`src/rtl/pipe_if_stage.sv`:
```
// Instruction-fetch stage: owns the PC, addresses the instruction memory,
// loads the IF/ID pipeline register and keeps saturating performance counters.
// A redirect beats a stall, a stall beats the halt condition, and normal
// fetch happens only when none of them apply.
module pipe_if_stage #(
    parameter logic [31:0] RESET_PC  = 32'h0000_0000,
    parameter int unsigned IM_DEPTH  = 32,
    parameter int unsigned CNT_WIDTH = 16
) (
    input  logic                 clk_i,
    input  logic                 rst_i,
    input  logic                 stall_i,
    input  logic                 redirect_i,
    input  logic [31:0]          target_i,
    output logic [31:0]          im_addr_o,
    input  logic [31:0]          im_data_i,
    output logic [31:0]          pc_o,
    output logic [31:0]          ifid_instr_o,
    output logic [31:0]          ifid_pc4_o,
    output logic                 ifid_valid_o,
    output logic                 halted_o,
    output logic [CNT_WIDTH-1:0] fetch_cnt_o,
    output logic [CNT_WIDTH-1:0] stall_cnt_o,
    output logic [CNT_WIDTH-1:0] redir_cnt_o
);

    // First byte address past the loaded instruction image.
    localparam logic [31:0]          IM_BYTES = 32'(IM_DEPTH * 4);
    localparam logic [CNT_WIDTH-1:0] CNT_MAX  = '1;
    localparam logic [CNT_WIDTH-1:0] CNT_ONE  = {{(CNT_WIDTH-1){1'b0}}, 1'b1};

    logic [31:0]          pc_q,        pc_d;
    logic [31:0]          instr_q,     instr_d;
    logic [31:0]          pc4_q,       pc4_d;
    logic                 valid_q,     valid_d;
    logic [CNT_WIDTH-1:0] fetch_cnt_q, fetch_cnt_d;
    logic [CNT_WIDTH-1:0] stall_cnt_q, stall_cnt_d;
    logic [CNT_WIDTH-1:0] redir_cnt_q, redir_cnt_d;

    logic                 halted;
    logic [31:0]          pc_plus4;

    // Counters stick at all-ones instead of wrapping.
    function automatic logic [CNT_WIDTH-1:0] sat_inc(input logic [CNT_WIDTH-1:0] v);
        return (v == CNT_MAX) ? v : v + CNT_ONE;
    endfunction

    assign halted   = (pc_q >= IM_BYTES);
    assign pc_plus4 = pc_q + 32'd4;

    // Next-state selection in priority order: redirect, stall, halt, fetch.
    always_comb begin
        // NOTE: every _d defaults to its _q first so no path leaves a signal
        // unassigned, which would otherwise infer a latch.
        pc_d        = pc_q;
        instr_d     = instr_q;
        pc4_d       = pc4_q;
        valid_d     = valid_q;
        fetch_cnt_d = fetch_cnt_q;
        stall_cnt_d = stall_cnt_q;
        redir_cnt_d = redir_cnt_q;

        if (redirect_i) begin
            // The branch is older than whatever is stalled, so it wins.
            pc_d        = {target_i[31:2], 2'b00};
            instr_d     = 32'h0;
            pc4_d       = 32'h0;
            valid_d     = 1'b0;
            redir_cnt_d = sat_inc(redir_cnt_q);
        end else if (stall_i) begin
            stall_cnt_d = sat_inc(stall_cnt_q);
        end else if (halted) begin
            instr_d     = 32'h0;
            pc4_d       = 32'h0;
            valid_d     = 1'b0;
        end else begin
            // A zero word is a real NOP and still counts as a valid fetch.
            pc_d        = pc_plus4;
            instr_d     = im_data_i;
            pc4_d       = pc_plus4;
            valid_d     = 1'b1;
            fetch_cnt_d = sat_inc(fetch_cnt_q);
        end
    end

    // State registers with synchronous reset; reset drops any pending redirect.
    always_ff @(posedge clk_i) begin
        // NOTE: sequential state uses non-blocking assignments so every
        // register samples the pre-edge values regardless of statement order.
        if (rst_i) begin
            pc_q        <= RESET_PC;
            instr_q     <= 32'h0;
            pc4_q       <= 32'h0;
            valid_q     <= 1'b0;
            fetch_cnt_q <= '0;
            stall_cnt_q <= '0;
            redir_cnt_q <= '0;
        end else begin
            pc_q        <= pc_d;
            instr_q     <= instr_d;
            pc4_q       <= pc4_d;
            valid_q     <= valid_d;
            fetch_cnt_q <= fetch_cnt_d;
            stall_cnt_q <= stall_cnt_d;
            redir_cnt_q <= redir_cnt_d;
        end
    end

    assign im_addr_o    = pc_q;
    assign pc_o         = pc_q;
    assign ifid_instr_o = instr_q;
    assign ifid_pc4_o   = pc4_q;
    assign ifid_valid_o = valid_q;
    assign halted_o     = halted;
    assign fetch_cnt_o  = fetch_cnt_q;
    assign stall_cnt_o  = stall_cnt_q;
    assign redir_cnt_o  = redir_cnt_q;

endmodule

```
`config.mk`:
```
export PLATFORM = sky130hd
export DESIGN_NAME = pipe_if_stage
export DESIGN_NICKNAME = d
export VERILOG_FILES = /design/src/rtl/pipe_if_stage.sv
export SDC_FILE = /design/constraint.sdc
export NUM_CORES = 1
export LEC_CHECK = 0
export CORE_MARGIN = 1.5
export CORE_UTILIZATION = 25
export CTS_CLUSTER_SIZE = 25
export DETAILED_ROUTE_END_ITERATION = 6
export PLACE_DENSITY = 0.57
export SYNTH_ARGS = -nofsm -noshare
export SYNTH_HDL_FRONTEND = slang
export SYNTH_SLANG_ARGS = --single-unit
```
`constraint.sdc`:
```
create_clock -name clk_i -period 2.29 [get_ports clk_i]
set_input_delay 0.229 -clock clk_i [delete_from_list [all_inputs] [get_ports clk_i]]
set_output_delay 0.229 -clock clk_i [all_outputs]
set_load 0.005 [all_outputs]
```
==> run_results.csv <==
group,metric,value,unit
sta,tightest_slew,0.517,ns
critical_path,rr_worst_depth,7,
pwr,irDropWorstVdd,0.534,mV
synthesis,synth_ff_type,"dfxtp_1",
cells_and_area,finalNonFillerCells,1110,
sta,setup-tns-final,0,ns
synthesis,synth_top_cell_by_area,"dfxtp_1",
place,dpl.hpwl,12000,um
critical_path,arrival,1.94,ns
routing,post-route-drc-count,0,
routing,drt-initial-drc-count,195,
grt,grt_pass1_wl,26600,um
cells_and_area,design_area,0.00900,mm2
routing,drtPass1Iterations,4,
floorplan,rows,55,
clocking,cts_buffer_depth,2,
pwr,powerDensity,656,mW/mm2
routing,ant_nets,0,
critical_path,worst_path_max_delay_cell,"dfxtp_1",
clocking,cts_hold_buffers,0,
run,drv_cap,0,
critical_path,crit_chain,"nor4_4, and4_4, buf_4, nand4_1, dlygate4sd2_1",
critical_path,crit_required,2.06,ns
sta,finalCritPeriodShare,94.8,%
synthesis,post_synth_num_cell_types,47,
synthesis,syn_area,0.00579,mm2
cells_and_area,area_delta_synth_final,55.5,%
grt,antenna_found_initial,0,
cells_and_area,fin_nets,885,
pwr,p_leak,3.30,nW
floorplan,design.die.area,0.0241,mm2
grt,grt_max_degree,80,
sta,whs,0.271,ns
clocking,clk_latency,0.42,ns
synthesis,avgSynthCellArea,9.76,um2
grt,grt_pass1_vias,4816,
floorplan,die_w,155,um
cells_and_area,diodes,0,
synthesis,synth_seq_area_share,48.8,%
clocking,cts_sinks,141,
sta,setup_viol,0,
critical_path,worstPathMaxFanout,4,
sta,finalCriticalPeriod,2.17,ns
routing,wl_per_cell,15.2,um
synthesis,yosysMostFrequentCell,"dfxtp_1",
place,placedCellCount,1077,
sta,fmax,0.460,GHz
synthesis,ys_async_sr_fraction,0,%
floorplan,core_area,0.0226,mm2
clocking,cts_buffers,17,
clocking,path_clk_slew,0.07,ns
critical_path,max_stage_delay,0.36,ns
synthesis,synth_edf_count,0,
clocking,cts_tree,"yes",
sta,drv_slew,0,
cells_and_area,drive_gt1_share,8.85,%
critical_path,path_class,"flop to primary output",
synthesis,syn_inst,593,
place,place.gp.congestion,0.761,
cells_and_area,fillers,2267,
min_path,hold_depth,3,
routing,wirelength,16900,um
synthesis,yosys-top-cells-count,"dfxtp_1 (141), nor2_1 (67), buf_4 (36), a22o_1 (34), and2_1 (28)",
cells_and_area,seq_area,0.00282,mm2
floorplan,start_util,25.6,%
sta,clock_skew,0.0146,ns
clocking,ctsHtreeMaxLevel,4,
critical_path,cp-end-kind,"primary output",
grt,grt.overflow.total,0,
cells_and_area,multiInputGateArea,0.00259,mm2
grt,grt_usage,14.2,%
floorplan,io_pins,246,
min_path,hp-class,"input port to flop",
synthesis,netlist.area_leader.share,48.8,%
synthesis,ys_seq_elements,141,
sta,hold_violations,0,
place,place_area,0.00834,mm2
floorplan,die_y,155,um
routing,viasPerCell,4.55,
routing,num_vias,5045,
clocking,cts_root_buffer,"clkbuf_16",
critical_path,crit_path_start_kind,"flop",
sta,rsz0062_at_grt,"false",
pwr,finalPower,5.90,mW
sta,maxSlewHeadroom,64.7,%
status,status,"finished, final reports clean",
synthesis,synth.area.top_cells,"dfxtp_1 (49%), a22o_1 (5.1%), buf_4 (4.7%)",
place,io_buffers,237,
synthesis,ys_warn_count,0,
[per-layer routing]
layer  GRT usage (%)  vias to the layer above  part of all wire (%)
li1                -                     2511                     -
met1            18.8                     2351                    47
met2            21.5                      164                    45
met3            4.23                       19                   6.3
met4            5.77                        0                   1.9
met5               0                        -                     0
[final timing paths]
| kind | from | to | slack [ns] |
|---|---|---|---|
| setup / recovery | im_addr_o[20] | halted_o | 0.12 |
| hold / removal | rst_i | ifid_pc4_o[6] | 0.27 |
| setup reg to reg | im_addr_o[20] | fetch_cnt_o[8] | 0.18 |
| hold reg to reg | ifid_valid_o | ifid_valid_o | 0.45 |
[worst max-delay path, delay by kind of cell, from the launching register on]
family        cells  cell delay (ns)
buf+inv           2             0.46
flops             1             0.36
simple gates      3             0.70
[cell type report]
type                    instances  share of cell area [%]
inverters                       8                   0.334
multi-input cells             384                    28.7
flip-flops and latches        141                    31.4
clock inverters                15                    2.11
well taps                     285                    3.96
clock buffers                  17                    4.73
repair buffers                260                    28.7
[layout by cell type (no fill, tap or decap), drive strengths merged, types with 2 or more instances in the layout]
master	instances
a211oi	9
a21o	2
a21oi	24
a22o	34
and2	28
and3	8
and4	8
buf	25
clkbuf	17
clkdlybuf4s50	234
clkinv	4
conb	6
dfxtp	141
ha	5
inv	18
mux2i	26
nand2	24
nand3	19
nand4	16
nor2	67
nor3	8
nor4	9
o211ai	4
o21ai	13
o31ai	9
or2	2
or3	10
or4	10
xnor2	12
xor2	22
[flip-flops by register name, indices dropped and copies added, names as in the netlist]
signal        flops
redir_cnt_o      16
ifid_pc4_o       30
im_addr_o        30
ifid_instr_o     32
stall_cnt_o      16
fetch_cnt_o      16
ifid_valid_o      1
[repair_timing]
item | 4_1_cts | 5_1_grt
setup buffers | 0 | 1
resized for setup | 1 | 3
pin swaps | 0 | 2
endpoints found under the setup margin | 1 | 1
[logic make-up after synthesis]
family | share of synthesized area [%]
flops | 48.8
other cells | 0.0648
simple gates | 20.8
xor+xnor | 5.15
fa+ha+maj | 1.08
mux | 4.50
buf+inv | 7.37
compound gates | 12.3
[stage by stage]
step           setup WS [ns]  util [%]
3_3_place_gp          0.0813      36.9
5_1_grt               0.0175      39.7
3_5_place_dp          0.0583      36.9
4_1_cts               0.0244      39.6
6_report               0.118      39.7
2_1_floorplan          0.539         -
[power breakdown]
group	total [mW]	switching (mW)	internal (mW)
Sequential	2.56	0.0654	2.49
Combinational	0.480	0.178	0.302
Clock	2.87	1.28	1.58
Total	5.90	1.53	4.38
No activity file was read; power rests on OpenSTA's default activity.
